File: src/rtl/jpeg_idct_transpose_rd_if.sv
// Output stream of the IDCT transpose read sequencer: one coefficient per beat,
// valid/accept handshake, with the output-order index and an end-of-block flag.
interface jpeg_idct_transpose_rd_if;
    logic        valid;
    logic [15:0] data;
    logic [5:0]  idx;
    logic        last;
    logic        accept;

    modport master (
        output valid,
        output data,
        output idx,
        output last,
        input  accept
    );

    modport slave (
        input  valid,
        input  data,
        input  idx,
        input  last,
        output accept
    );
endinterface

File: src/rtl/jpeg_idct_transpose_rd.sv
// Read-side sequencer for the IDCT 8x8 transpose buffer.
// Walks the 64 RAM entries of a completed block in column-major (TRANSPOSE=1)
// or raster (TRANSPOSE=0) order, hides the RAM's one-cycle read latency behind
// a 2-entry skid FIFO and streams the coefficients out at one beat per cycle.

// Simulation-only checker for the skid FIFO occupancy.
module jpeg_idct_transpose_rd_chk (
    input logic       clk_i,
    input logic       rst_i,
    input logic [1:0] fifo_cnt,
    input logic       push,
    input logic       pop
);
    // The read credit must guarantee room for every returning read.
    a_no_overflow: assert property (@(posedge clk_i) disable iff (!rst_i)
        !(fifo_cnt == 2'd2 && push && !pop));

    // Occupancy never exceeds the two physical entries.
    a_cnt_range: assert property (@(posedge clk_i) disable iff (!rst_i)
        fifo_cnt != 2'd3);
endmodule

module jpeg_idct_transpose_rd #(
    parameter bit TRANSPOSE = 1'b1
) (
    input  logic                     clk_i,
    input  logic                     rst_i,
    input  logic                     start_i,
    output logic                     busy_o,
    output logic [5:0]               ram_addr_o,
    output logic                     ram_rd_o,
    input  logic [15:0]              ram_data_i,
    jpeg_idct_transpose_rd_if.master outport,
    output logic                     done_o
);

    typedef enum logic [1:0] {
        ST_IDLE  = 2'd0,
        ST_READ  = 2'd1,
        ST_DRAIN = 2'd2
    } state_t;

    state_t      state_r;
    state_t      state_s;

    logic [6:0]  rd_cnt_r;        // reads issued in this block, saturates at 64
    logic [5:0]  out_cnt_r;       // beats transferred in this block
    logic        inflight_r;      // a read was issued last cycle, data on ram_data_i now
    logic [15:0] fifo_mem_r [2];
    logic        fifo_wr_ptr_r;
    logic        fifo_rd_ptr_r;
    logic [1:0]  fifo_cnt_r;
    logic        done_r;

    logic        start_acc_s;
    logic        head_vld_s;
    logic [15:0] head_data_s;
    logic        pop_s;
    logic        push_s;
    logic        last_pop_s;
    logic [2:0]  credit_s;
    logic        issue_s;
    logic [5:0]  map_addr_s;

    // Column-major walk swaps the row and column halves of the linear counter.
    function automatic logic [5:0] map_addr(input logic [5:0] cnt);
        logic [5:0] addr;
        if (TRANSPOSE) begin
            addr = {cnt[2:0], cnt[5:3]};
        end else begin
            addr = cnt;
        end
        return addr;
    endfunction

    // Head of the stream: FIFO entry when one is stored, otherwise the RAM data
    // arriving this cycle so the first beat appears without an extra cycle.
    always_comb begin
        head_vld_s  = 1'b0;
        head_data_s = 16'd0;
        if (fifo_cnt_r != 2'd0) begin
            head_vld_s  = 1'b1;
            head_data_s = fifo_mem_r[fifo_rd_ptr_r];
        end else if (inflight_r) begin
            head_vld_s  = 1'b1;
            head_data_s = ram_data_i;
        end else begin
            head_vld_s  = 1'b0;
            head_data_s = 16'd0;
        end
    end

    assign pop_s       = head_vld_s && outport.accept;
    assign push_s      = inflight_r;
    assign last_pop_s  = pop_s && (out_cnt_r == 6'd63);
    assign start_acc_s = (state_r == ST_IDLE) && start_i;
    assign map_addr_s  = map_addr(rd_cnt_r[5:0]);

    // Read issue: a new read is allowed only while fewer than two results would
    // be waiting after this cycle's pop, which keeps the skid FIFO from overflowing.
    always_comb begin
        credit_s = {1'b0, fifo_cnt_r} + {2'b00, inflight_r} - {2'b00, pop_s};
        issue_s  = 1'b0;
        if ((state_r == ST_READ) && (rd_cnt_r[6] == 1'b0) && (credit_s < 3'd2)) begin
            issue_s = 1'b1;
        end else begin
            issue_s = 1'b0;
        end
    end

    // Next-state logic of the block sequencer.
    always_comb begin
        state_s = state_r;
        case (state_r)
            ST_IDLE: begin
                if (start_i) begin
                    state_s = ST_READ;
                end else begin
                    state_s = ST_IDLE;
                end
            end
            ST_READ: begin
                if (issue_s && (rd_cnt_r == 7'd63)) begin
                    state_s = ST_DRAIN;
                end else begin
                    state_s = ST_READ;
                end
            end
            ST_DRAIN: begin
                if (last_pop_s) begin
                    state_s = ST_IDLE;
                end else begin
                    state_s = ST_DRAIN;
                end
            end
            default: begin
                state_s = ST_IDLE;
            end
        endcase
    end

    // Sequencer state register.
    always_ff @(posedge clk_i or negedge rst_i) begin
        if (!rst_i) begin
            state_r <= ST_IDLE;
        end else begin
            state_r <= state_s;
        end
    end

    // Read and output counters, restarted for every accepted block.
    always_ff @(posedge clk_i or negedge rst_i) begin
        if (!rst_i) begin
            rd_cnt_r   <= 7'd0;
            out_cnt_r  <= 6'd0;
            inflight_r <= 1'b0;
        end else begin
            inflight_r <= issue_s;
            if (start_acc_s) begin
                rd_cnt_r  <= 7'd0;
                out_cnt_r <= 6'd0;
            end else begin
                if (issue_s) begin
                    rd_cnt_r <= rd_cnt_r + 7'd1;
                end
                if (pop_s) begin
                    out_cnt_r <= out_cnt_r + 6'd1;
                end
            end
        end
    end

    // Skid FIFO: every returning read is written, the head advances per transfer.
    always_ff @(posedge clk_i or negedge rst_i) begin
        if (!rst_i) begin
            fifo_mem_r[0] <= 16'd0;
            fifo_mem_r[1] <= 16'd0;
            fifo_wr_ptr_r <= 1'b0;
            fifo_rd_ptr_r <= 1'b0;
            fifo_cnt_r    <= 2'd0;
        end else begin
            if (push_s) begin
                fifo_mem_r[fifo_wr_ptr_r] <= ram_data_i;
                fifo_wr_ptr_r             <= ~fifo_wr_ptr_r;
            end
            if (pop_s) begin
                fifo_rd_ptr_r <= ~fifo_rd_ptr_r;
            end
            fifo_cnt_r <= fifo_cnt_r + {1'b0, push_s} - {1'b0, pop_s};
        end
    end

    // Block-complete pulse, one cycle after the final beat leaves.
    always_ff @(posedge clk_i or negedge rst_i) begin
        if (!rst_i) begin
            done_r <= 1'b0;
        end else begin
            done_r <= last_pop_s && (state_r == ST_DRAIN);
        end
    end

    assign busy_o         = (state_r != ST_IDLE);
    assign done_o         = done_r;
    assign ram_rd_o       = issue_s;
    assign ram_addr_o     = issue_s ? map_addr_s : 6'd0;
    assign outport.valid  = head_vld_s;
    assign outport.data   = head_data_s;
    assign outport.idx    = out_cnt_r;
    assign outport.last   = head_vld_s && (out_cnt_r == 6'd63);

    jpeg_idct_transpose_rd_chk u_chk (
        .clk_i    (clk_i),
        .rst_i    (rst_i),
        .fifo_cnt (fifo_cnt_r),
        .push     (push_s),
        .pop      (pop_s)
    );

endmodule

File: src/flat_wrapper.sv
// flat-port wrapper written by rule: the top's interface ports become plain ports
module jpeg_idct_transpose_rd_flat 
#(
    parameter bit TRANSPOSE = 1'b1
)
  (clk_i, rst_i, start_i, busy_o, ram_addr_o, ram_rd_o, ram_data_i, done_o, outport_valid, outport_data, outport_idx, outport_last, outport_accept);
  jpeg_idct_transpose_rd_if outport_i ();
  input  logic clk_i;
  input  logic rst_i;
  input  logic start_i;
  output logic busy_o;
  output logic [5:0] ram_addr_o;
  output logic ram_rd_o;
  input  logic [15:0] ram_data_i;
  output logic done_o;
  output wire logic [$bits(outport_i.valid)-1:0] outport_valid;
  output wire logic [$bits(outport_i.data)-1:0] outport_data;
  output wire logic [$bits(outport_i.idx)-1:0] outport_idx;
  output wire logic [$bits(outport_i.last)-1:0] outport_last;
  input wire logic [$bits(outport_i.accept)-1:0] outport_accept;
  assign outport_valid = outport_i.valid;
  assign outport_data = outport_i.data;
  assign outport_idx = outport_i.idx;
  assign outport_last = outport_i.last;
  assign outport_i.accept = outport_accept;
  jpeg_idct_transpose_rd #(.TRANSPOSE(TRANSPOSE)) u_core (.clk_i(clk_i), .rst_i(rst_i), .start_i(start_i), .busy_o(busy_o), .ram_addr_o(ram_addr_o), .ram_rd_o(ram_rd_o), .ram_data_i(ram_data_i), .outport(outport_i), .done_o(done_o));
endmodule
File: config.mk
export PLATFORM = sky130hd
export DESIGN_NAME = jpeg_idct_transpose_rd_flat
export DESIGN_NICKNAME = d
export VERILOG_FILES = /design/src/rtl/jpeg_idct_transpose_rd_if.sv /design/src/rtl/jpeg_idct_transpose_rd.sv /design/src/flat_wrapper.sv
export SDC_FILE = /design/constraint.sdc
export NUM_CORES = 1
export LEC_CHECK = 0
export BUFFER_PORTS_ARGS = -buffer_cell sky130_fd_sc_hd__buf_2
export CORE_ASPECT_RATIO = 1.75
export CORE_MARGIN = 4
export CORE_UTILIZATION = 56
export DETAILED_ROUTE_END_ITERATION = 8
export PLACE_DENSITY = 0.77
export SYNTH_ARGS = -nofsm -noshare
export SYNTH_HDL_FRONTEND = slang
export SYNTH_SLANG_ARGS = --single-unit
File: constraint.sdc
create_clock -name clk_i -period 10.5 [get_ports clk_i]
set_clock_uncertainty 0.15 [all_clocks]
set_input_delay 2.1 -clock clk_i [delete_from_list [all_inputs] [get_ports clk_i]]
set_output_delay 2.1 -clock clk_i [all_outputs]
set_load 0.1 [all_outputs]
Yosys cells after proc, flatten, opt, wreduce, memory -nomap -nowiden
Cells that the tools add are included.

cells by class
  $add $sub $neg = 6
  order comparisons = 4
  equal/unequal tests = 4
  multiplexer cells = 20
  bitwise gates (word level) = 5
  reductions and logical operators = 14

operator list
  operator             count
  $mux 16              6
  $bwmux 32            1
  $mux 6               3
  $demux 16 s1         1
  $mux 7               2
  $logic_and 1x1->1    9
  $reduce_bool 2->1    4
  $add 7x1->7 const B  1
  $eq 7x6->1 const B   1
  $add 6x1->6 const B  1
  $eq 6x6->1 const B   1
  $pmux 2 s3           1
  $ge 2x2->1 const B   2
  $mux 1               4
  $mux 2               2
  $not 1->2            2
  $add 2x1->3          1
  $lt 3x2->1 const B   1
  $not 1->1            3
  $sub 3x1->3          1
  $add 2x1->2          1
  $eq 2x1->1 const B   1
  $eq 2x2->1 const B   1
  $logic_not 2->1      1
  other kinds (2)      2

word-level totals
  register bits after elaboration = 53
  input bits = 20
  output and inout port bits = 33
  logic and storage cells = 63

Logic depth before layout (Yosys ltp)
Gate-level depths: netlist of the first run.

  word-level depth = 10
  mapped depth = 10
  gate-level depth less buffers = 9

Worst setup path before layout of the first run
Ideal clock, no wire load.

  path kind = input -> output
  from = input outport_accept
  to = output ram_addr_o[5]
  data arrival time = 6.109 ns
  required time = 8.250 ns
  path slack = 2.141 ns
  stages on the path = 9
  buffers on the path = 1
  cells stage by stage = o31ai_2 -> inv_1 -> ha_1 -> inv_1 -> ha_1 -> fa_1 -> or4b_4 -> buf_6 -> nor3_1

between the ends
  cells in the longest elaborated chain, start to end = 6

ends and longest elaborated chain
  what                    RTL line                       text
  start, declared         flat_wrapper.sv:20             input wire logic [$bits(outport_i.accept)-1:0] outport_accept;
  $logic_and 1x1->1       jpeg_idct_transpose_rd.sv:93   assign pop_s = head_vld_s && outport.accept;
  net u_core.pop_s        jpeg_idct_transpose_rd.sv:58   logic pop_s;
  $sub 3x1->3             jpeg_idct_transpose_rd.sv:102  credit_s = {1'b0, fifo_cnt_r} + {2'b00, inflight_r} - {2'b00, pop_s};
  net u_core.credit_s[1]  jpeg_idct_transpose_rd.sv:61   logic [2:0] credit_s;
  $lt 3x2->1              jpeg_idct_transpose_rd.sv:104  if ((state_r == ST_READ) && (rd_cnt_r[6] == 1'b0) && (credit_s < 3'd2)) begin
  $logic_and 1x1->1       jpeg_idct_transpose_rd.sv:104
  $mux 1                  jpeg_idct_transpose_rd.sv:104
  $mux 6                  jpeg_idct_transpose_rd.sv:205  assign ram_addr_o = issue_s ? map_addr_s : 6'd0;
  end, declared           flat_wrapper.sv:12             output logic [5:0] ram_addr_o;

The timed path passes the listed nets, and every way through them passes these cells.

Worst setup path in the final report of the first run
  from = input outport_accept
  to = output ram_addr_o[2]

The elaborated chain is that of the path after synthesis.

==> results of run 1 <==
cells in the final DEF (no fill, tap or decap), types with 2 or more instances in the layout:
cell / Yosys / layout
a21oi_1: 6 / 6
mux2i_1: 18 / 18
o311ai_1: 2 / 2
nor2_1: 4 / 3
o21ai_0: 18 / 18
mux2_2: 32 / 32
or3_1: 4 / 4
a211oi_1: 2 / 2
dfrtp_1: 53 / 53
buf_4: 0 / 2
and2_1: 5 / 5
o41ai_1: 2 / 2
clkbuf_8: 0 / 7
buf_2: 4 / 52
nand2_1: 9 / 9
xor2_1: 2 / 2
nand4_1: 2 / 2
nor2_2: 1 / 2
xnor2_1: 3 / 3
nand3_1: 20 / 20
o21ai_1: 2 / 2
inv_1: 9 / 9
nand2b_1: 3 / 3
ha_1: 4 / 4
worst paths after layout:
check,startpoint,end,slack (ns),cells after the start
setup reg to reg,u_core.inflight_r,u_core.state_r[0],6.55,9
setup / recovery,outport_accept,ram_addr_o[2],3.22,11
hold reg to reg,u_core.fifo_wr_ptr_r,u_core.fifo_wr_ptr_r,0.34,1
min in group asynchronous,rst_i,u_core.fifo_mem_r[20],1.74,2
max in group asynchronous,rst_i,u_core.fifo_mem_r[10],8.01,2
hold / removal,u_core.fifo_wr_ptr_r,u_core.fifo_wr_ptr_r,0.34,1
registers in the layout, summed over array words and instances (netlist names):
signal                flops
u_core.fifo_mem_r        32
u_core.rd_cnt_r           7
u_core.outport.idx        6
u_core.fifo_cnt_r         2
u_core.state_r            2
u_core.done_o             1
u_core.fifo_rd_ptr_r      1
u_core.fifo_wr_ptr_r      1
u_core.inflight_r         1
layer usage:
metal  track usage [%]  vias up
met5                 0        -
met4              7.85        0
met3              3.41       16
met2              33.8       47
met1              21.7      922
li1                  -      922
cell usage after synthesis (all sizes together):
master   n
dfrtp   53
mux2    32
nand3   20
o21ai   20
mux2i   18
inv      9
nand2    9
clkbuf   8
a21oi    6
and2     5
buf      5
nor2     5
ha       4
or3      4
nand2b   3
o311ai   3
xnor2    3
a211oi   2
nand4    2
nor3     2
nor4     2
o31ai    2
o41ai    2
or3b     2
xor2     2
a31o     1
fa       1
nor3b    1
o21a     1
or2      1
or4      1
or4b     1
logic make-up after synthesis:
group	after synthesis	share of synthesized area, %
compound gates	37	8.52
xor+xnor	5	1.66
fa+ha+maj	5	2.65
buf+inv	22	3.60
flops	53	50.1
mux	50	20.4
simple gates	58	13.0
critical path: stages:
cell     delay, ns
buf_2         0.11
o31ai_2       0.15
inv_1         0.18
ha_1          0.32
inv_1         0.04
ha_1          0.20
fa_1          0.48
or4b_4        0.61
nor2_2        0.25
and2_1        0.16
buf_2         0.42
metrics by stage:
stage	area, um^2	cells	utilization (%)	hold slack, ns	setup WS (ns)
floorplan	2650	230	-	0.299	2.14
global placement	2930	322	65.2	0.315	3.27
detailed placement	2930	322	65.2	0.322	3.20
CTS	3030	330	67.5	0.338	3.21
global route	3030	330	67.5	0.356	3.01
finish	3030	330	67.5	0.338	3.22
cell type report:
class,instances,area [um^2],share of cell area (%)
Timing Repair Buffer,54,275,9.09
Inverter,9,33.8,1.12
Clock buffer,7,96.3,3.18
Sequential cell,53,1330,43.8
Tap cell,51,63.8,2.11
Clock inverter,1,5.00,0.165
Multi-Input combinational cell,155,1230,40.5
==> results.md, run 1 <==
- Outcome: complete, no violations
- Final HPWL DP: 3.72 mm
- Full die area: 5930 um^2
- Share of cells above drive strength 1: 36.9%
- # resized after CTS: 0
- HP Class: reg -> reg
- Via/cell ratio: 5.78
- FP Rows: 32
- Met2 routed WL: 2.76 mm
- DR top layer: met4
- Rel. slew slack: 23.9%
- Vias: 1907
- CTS Buf Count: 5
- Fin crit share: 69.3%
- Arrival time worst endpoint: 5.03 ns
- Largest net degree at the start of global routing: 54
- Max Clk Rate: 137 MHz
- FILL cells: 387
- Clk buf depth: 2
- Max H-tree Level: 2
- Post-Syn Instances: 230
- Yosys top cell by area: dfrtp_1
- DRT Wirelength: 5.12 mm
- DR DRC count: 0
- Initial Util: 59.0%
- Sink Count: 53
- I/O pins: 53
- Synth cell types: 40
- Root Driver: clkbuf_8
- WL met1: 1.97 mm
- Total grt overflow: 0
- RSZ-0062 raised after global routing: no
- Syn Std Cell Area: 2650 um^2
- DRT antenna net count: 0
- Global-route wire length before repair: 8.75 mm
- Diodes inserted: 0
- Synth top area share: 50.1%
- Fin nets: 303
- Post-CTS setup buffer count: 0
- Seq cells post-synth: 53
- Worst Max-Slew Pin Slew: 1.14 ns
- Syn nets: 255
- Met3 routed wirelength: 258 um
- Synth warnings: 0
- Clk_lat worst skew: 0.30 ns
- Die Width: 60.0 um
- CP Class: in -> out
- Setup crit end kind: output pin
- CP Launch Type: input pin
- PortBufs: 52
- Pre-Repair DR Iteration Count: 4
- WP data required: 8.25 ns
- Top cells by area, synth: dfrtp_1 50%, mux2_2 14%, mux2i_1 6.8%
- Worst-path fanout max: 13
- Slew Viols, Final: 0
- Routability cong.: 0.747
- Final setup fails: 0
- Initial antenna violation count: 0
- CTS tree: built
- Worst-path clk slew: 0.08 ns
- Core region area: 4480 um^2
- Setup TNS: 0 ns
- GR Util All Layers: 19.1%
- Die height: 98.9 um
- Final number of hold-violating endpoints: 0
- Synth Area per Inst: 11.5 um^2
- Synth-to-Final Area Change: 14.4%
- Drt initial violations: 45
- Post-CTS Hold Buffers: 0
- Vias in the first global route: 1889
- Max-Cap Viols: 0
- Register area share after synthesis: 50.1%
- Period minus WS final: 7.28 ns
- Post-DR wirelength/cell: 15.5 um
Power of run 1 is left out: the tool's default activity adds up to more than one toggle a clock period on the data nets, which glitch-free logic cannot reach.
==> run 2: changes to the inputs <==
- CORE_UTILIZATION: 56 -> 55
- PLACE_DENSITY: 0.77 -> 0.76
- clock period: 10.5 -> 7.6 ns (I/O delays scaled with it)
==> run 2 against run 1 <==
  * Final cell count increased by 0.30%
  * Flip-flop and latch count unchanged
  * Sequential share of layout area decreased by 0.23 points
  * Non-clock buffer count unchanged
  * Design area increased by 0.54%
  * Die area increased by 1.6%
  * Hold slack about the same
  * Worst setup slack got worse by 1.7 ns
==> results.md, run 2 (same netlist as run 1, synthesis figures left out) <==
- DRT Wirelength: 5.06 mm (-1.2%)
- Share of cells above drive strength 1: 36.6% (-0.36 points)
- FP Rows: 33 (+3.1%)
- Post-DR wirelength/cell: 15.3 um (-1.5%)
- GR peak layer: met2
- Core region area: 4670 um^2 (+4.0%)
- Clk_lat worst skew: 0.30 ns (about the same)
- Fin nets: 303 (unchanged)
- Root Driver: clkbuf_8
- Drt initial violations: 64 (+42%)
- Setup crit end kind: output pin
- Die height: 99.7 um (+0.83%)
- RSZ-0062 raised after global routing: no
- CTS tree: built
- GR Util met1: 22.2% (+0.52 points)
- Arrival time worst endpoint: 4.45 ns (-0.58 ns)
- Final number of hold-violating endpoints: 0 (unchanged)
- Die Width: 60.4 um (+0.78%)
- I/O pins: 53 (unchanged)
- PortBufs: 52 (unchanged)
- Period minus WS final: 6.12 ns
- CTS Buf Count: 5 (unchanged)
- Via/cell ratio: 5.66 (-2.0%)
- # resized after CTS: 0 (unchanged)
- Final HPWL DP: 3.59 mm (-3.7%)
- Final setup fails: 0 (unchanged)
- DP Area: 2930 um^2 (about the same)
- Setup TNS: 0 ns (unchanged)
- Max-Cap Viols: 0 (unchanged)
- Most common cell after layout, fill and taps aside: dfrtp_1
- Outcome: complete, no violations
- Post-CTS setup buffer count: 0 (unchanged)
- Worst Max-Slew Pin Slew: 1.15 ns (+0.0104 ns)
- Most flops, register: u_core.fifo_mem_r
- Routability cong.: 0.707 (-5.4%)
- Full die area: 6030 um^2 (+1.6%)
- GR Util All Layers: 18.7% (-0.46 points)
- Clk buf depth: 2 (unchanged)
- Fin crit share: 80.5%
- Initial antenna violation count: 0 (unchanged)
- Min setup slack post-route: 1.48 ns (-1.74 ns)
- DRT antenna net count: 0 (unchanged)
- Pre-Repair DR Iteration Count: 4 (unchanged)
- Largest net degree at the start of global routing: 54 (unchanged)
- CP Launch Type: input pin
- Total grt overflow: 0 (unchanged)
- Vias: 1874 (-1.7%)
- Diodes inserted: 0 (unchanged)
- Sink Count: 53 (unchanged)
- Vias in the first global route: 1908 (+1.0%)
- GRT met3 Usage: 3.25% (-0.16 points)
- Initial Util: 56.7% (-2.3 points)
- Fin area: 3040 um^2 (+0.54%)
- CP Class: in -> out
- WP data required: 5.93 ns (-2.32 ns)
- Max Clk Rate: 164 MHz
- DR DRC count: 0 (unchanged)
- Final Util: 65.2% (-2.3 points)
- Synth-to-Final Area Change: 15.0%
- Slew Viols, Final: 0 (unchanged)
- Reg2reg setup slack: 3.59 ns (-2.96 ns)
- Placement-stage worst setup slack: 1.50 ns (-1.70 ns)
- Post-CTS Hold Buffers: 0 (unchanged)
- Met2 Track Usage GR: 32.8% (-1.0 points)
- Worst-path clk slew: 0.09 ns (about the same)
- Largest register FFs: 32 (unchanged)
- HP Class: reg -> reg
- Max H-tree Level: 2 (unchanged)
- Most frequent cells in the layout: 53 x dfrtp_1, 52 x buf_2, 32 x mux2_2
- Worst-path fanout max: 13 (unchanged)
- Global-route wire length before repair: 8.55 mm (-2.3%)
- Rel. slew slack: 23.3% (-0.69 points)
==> run 2: cell count changes in the layout (fill, tap and decap cells not counted), sizes merged <==
cell | previous run | this run
bufinv | 0 | 1
clkinv | 1 | 0
==> run 2: path summary, 6_finish.rpt <==
kind,endpoint,cells after the start,start
worst max-delay path,ram_addr_o[1],11,outport_accept
worst min-delay path,u_core.fifo_wr_ptr_r,1,u_core.fifo_wr_ptr_r
worst max register to register,u_core.state_r[0],9,u_core.inflight_r
worst min register to register,u_core.fifo_wr_ptr_r,1,u_core.fifo_wr_ptr_r
max in group asynchronous,u_core.fifo_cnt_r[0],2,rst_i
min in group asynchronous,u_core.fifo_mem_r[20],2,rst_i
==> run 2: cell type report <==
| class | instances | area (um^2) |
|---|---|---|
| Fill cell | 416 | 1620 |
| Multi-Input combinational cell | 155 | 1230 |
| Timing Repair Buffer | 54 | 275 |
| Inverter | 9 | 33.8 |
| Tap cell | 52 | 65.1 |
| Sequential cell | 53 | 1330 |
| Clock inverter | 1 | 30.0 |
| Clock buffer | 7 | 86.3 |
==> run 2: layer usage <==
| layer | part of all wire, % | wire length, um | vias up |
|---|---|---|---|
| met5 | 0 | 0 | - |
| met2 | 55 | 2770 | 33 |
| met3 | 4.1 | 208 | 5 |
| li1 | - | - | 915 |
| met4 | 1.4 | 72 | 0 |
| met1 | 40 | 2010 | 921 |
==> run 2: critical path, cell delays in order <==
cell	delay [ns]
buf_2	0.12
o31ai_2	0.16
inv_1	0.19
ha_1	0.32
inv_1	0.04
ha_1	0.20
fa_1	0.48
or4b_4	0.61
nor2_2	0.24
and2_1	0.15
buf_2	0.42
==> run 2: through the flow <==
| step | hold WS [ns] | instances |
|---|---|---|
| floorplan | 0.299 | 230 |
| global placement | 0.315 | 323 |
| detailed placement | 0.326 | 323 |
| CTS | 0.342 | 331 |
| global route | 0.368 | 331 |
| finish | 0.338 | 331 |
Power of run 2 is left out for the same reason.
==> run 3: changes to the inputs <==
- ABC_AREA: unset -> 1
- PLACE_DENSITY: 0.76 -> 0.75
- clock period: 7.6 -> 5.7 ns (I/O delays scaled with it)
==> run 3 against run 2 <==
  * Count of clock-buffer cells in the layout unchanged
  * Final cell count up 34%
  * Design area up 3.0%
==> results.md, run 3 <==
- Final Util: 63.5% (-1.7 points)
- WHS Path Cells: 2 (+1)
- Syn Std Cell Area: 2790 um^2 (+5.4%)
- Routability cong.: 0.817 (+16%)
- CP delay by family, top: simple AND/OR/NAND/NOR gates
- Post-synth EDFFs: 0 (unchanged)
- Diodes inserted: 0 (unchanged)
- Drt initial violations: 115 (+80%)
- DRT antenna net count: 0 (unchanged)
- Reg2reg start: u_core.fifo_cnt_r[1]
- Yosys top cell by area: dfrtp_1
- Worst Max-Slew Pin Slew: 0.898 ns (-0.252 ns)
- Initial Util: 56.5% (-0.17 points)
- Die height: 102 um (+2.5%)
- Synth warnings: 0 (unchanged)
- DP Area: 3030 um^2 (+3.6%)
- GR Util All Layers: 20.4% (+1.7 points)
- Max Clk Rate: 206 MHz
- Fin crit share: 85.1%
- HP Class: reg -> reg
- Total grt overflow: 0 (unchanged)
- Via/cell ratio: 5.28 (-6.8%)
- Most common cell after layout, fill and taps aside: nand2_1
- Outcome: complete, no violations
- CTS tree: built
- Reg2reg setup slack: 2.55 ns (-1.04 ns)
- Core region area: 4930 um^2 (+5.8%)
- Most frequent cells in the layout: 62 x nand2_1, 53 x dfrtp_1, 52 x buf_2
- Post-CTS setup buffer count: 0 (unchanged)
- Final setup fails: 0 (unchanged)
- Fin area: 3130 um^2 (+3.0%)
- Min setup slack post-route: 0.851 ns (-0.633 ns)
- Post-Syn Instances: 343 (+49%)
- Hold_sp: u_core.fifo_mem_r[0]
- Placement-stage worst setup slack: 0.909 ns (-0.587 ns)
- Worst-path fanout max: 19 (+6)
- Largest register FFs: 32 (unchanged)
- Clk buf depth: 2 (unchanged)
- Clk_lat worst skew: 0.31 ns (about the same)
- Critical R2R Capture: u_core.state_r[0]
- Synth top area share: 47.6% (-2.6 points)
- Synth-to-Final Area Change: 12.4%
- CP Launch Type: register
- DRT Wirelength: 5.74 mm (+13%)
- I/O pins: 53 (unchanged)
- Hold Crit Endpoint: u_core.fifo_mem_r[0]
- Top cells by area, synth: dfrtp_1 48%, nand2_1 8.3%, o21ai_0 7.5%
- Register area share after synthesis: 47.6% (-2.6 points)
- Crit-path cells: nor2_4 -> nand2_2 -> nand2_2 -> inv_2 -> ha_1 -> inv_1 -> ha_1 -> fa_1 -> nor2_1 -> nand2_1 -> nor2_8 -> inv_2 -> nor2_1 -> buf_2
- Slew Viols, Final: 0 (unchanged)
- Worst R2R Path Depth: 14 (+5)
- Final number of hold-violating endpoints: 0 (unchanged)
- Seq cells post-synth: 53 (unchanged)
- Setup TNS: 0 ns (unchanged)
- Die Width: 61.8 um (+2.3%)
- Most flops, register: u_core.fifo_mem_r
- Max-Cap Viols: 0 (unchanged)
- DR DRC count: 0 (unchanged)
- Most numerous cell in the Yosys netlist: nand2_1
- Full die area: 6320 um^2 (+4.9%)
- Final HPWL DP: 3.97 mm (+11%)
- Slowest stage delay, CP: 0.47 ns (-0.14 ns)
- Syn nets: 368 (+44%)
- Largest net degree at the start of global routing: 54 (unchanged)
- Vias: 2344 (+25%)
- Setup crit end kind: output pin
- Share of cells above drive strength 1: 26.2% (-10 points)
- Instance count on the critical path: 14 (+3)
- Async S/R FF share, synth: 100% (unchanged)
- Rel. slew slack: 40.0% (+17 points)
- Root Driver: clkbuf_8
- Pre-Repair DR Iteration Count: 4 (unchanged)
- Crit path buf inv count: 4 (unchanged)
- Synth cell types: 23 (-43%)
- Initial antenna violation count: 0 (unchanged)
- Crit path max-delay cell type: fa_1
- Post-DR wirelength/cell: 12.9 um (-15%)
- Top_reg_cell synth: dfrtp_1
- Arrival time worst endpoint: 3.56 ns (-0.89 ns)
- PortBufs: 52 (unchanged)
- CTS Buf Count: 5 (unchanged)
- WP data required: 4.41 ns (-1.52 ns)
- Commonest cells post-synth: 62 x nand2_1, 53 x dfrtp_1, 44 x nor2_1, 42 x o21ai_0, 38 x inv_1
- Sink Count: 53 (unchanged)
- FP Rows: 34 (+3.0%)
- Worst-path clk slew: 0.09 ns (about the same)
- Global-route wire length before repair: 9.89 mm (+16%)
- # resized after CTS: 0 (unchanged)
- Post-CTS Hold Buffers: 0 (unchanged)
- Fin nets: 414 (+37%)
- RSZ-0062 raised after global routing: no
- Vias in the first global route: 2260 (+18%)
- CP Class: reg -> out
- Period minus WS final: 4.85 ns
- Synth Area per Inst: 8.13 um^2 (-29%)
- Max H-tree Level: 2 (unchanged)
-- run 3: how the worst max path moves through the flow --
stage                               from       endpoint
finish              u_core.fifo_cnt_r[1]  ram_addr_o[1]
global route        u_core.fifo_cnt_r[1]  ram_addr_o[1]
CTS                 u_core.fifo_cnt_r[1]  ram_addr_o[1]
detailed placement        outport_accept  ram_addr_o[1]
global placement          outport_accept  ram_addr_o[2]
floorplan                 outport_accept  ram_addr_o[0]
-- run 3: metal layers --
layer	part of all wire [%]	GRT usage, %	vias up
li1	-	-	1189
met1	41	25.4	1078
met2	52	34.1	62
met3	3.8	3.03	15
met4	2.9	9.15	0
met5	0	0	-
-- run 3: tightest hold or removal path: cells and delay by family, from the launching register on --
family | cells | cell delay [ns]
AND/OR/NAND/NOR | 1 | 0.05
AO/OA/AOI/OAI | 1 | 0.06
flip-flops | 1 | 0.35
-- run 3: logic make-up (layout without fill, tap and decap cells) --
kind of cell | count (synthesis) | count (layout) | share of synthesized area, %
AO/OA/AOI/OAI | 76 | 76 | 15.8
XOR/XNOR | 2 | 2 | 0.628
adder cells (fa/ha/maj) | 5 | 5 | 2.51
buffers and inverters | 55 | 102 | 8.79
flip-flops | 53 | 53 | 47.6
AND/OR/NAND/NOR | 152 | 152 | 24.7
-- run 3: area by class of cell --
cell class,instances,area (um^2)
clock buffers,7,96.3
clock inverters,1,5.00
fillers,439,1800
inverters,41,154
multi-input cells,235,1220
flip-flops and latches,53,1330
well taps,54,67.6
repair buffers,53,268
-- run 3: metrics by stage --
| step | std cells | hold WS (ns) |
|---|---|---|
| 6_report | 444 | 0.337 |
| 5_1_grt | 444 | 0.366 |
| 4_1_cts | 444 | 0.342 |
| 3_5_place_dp | 436 | 0.319 |
| 3_3_place_gp | 436 | 0.311 |
| 2_1_floorplan | 343 | 0.298 |
Power of run 3 is left out for the same reason.
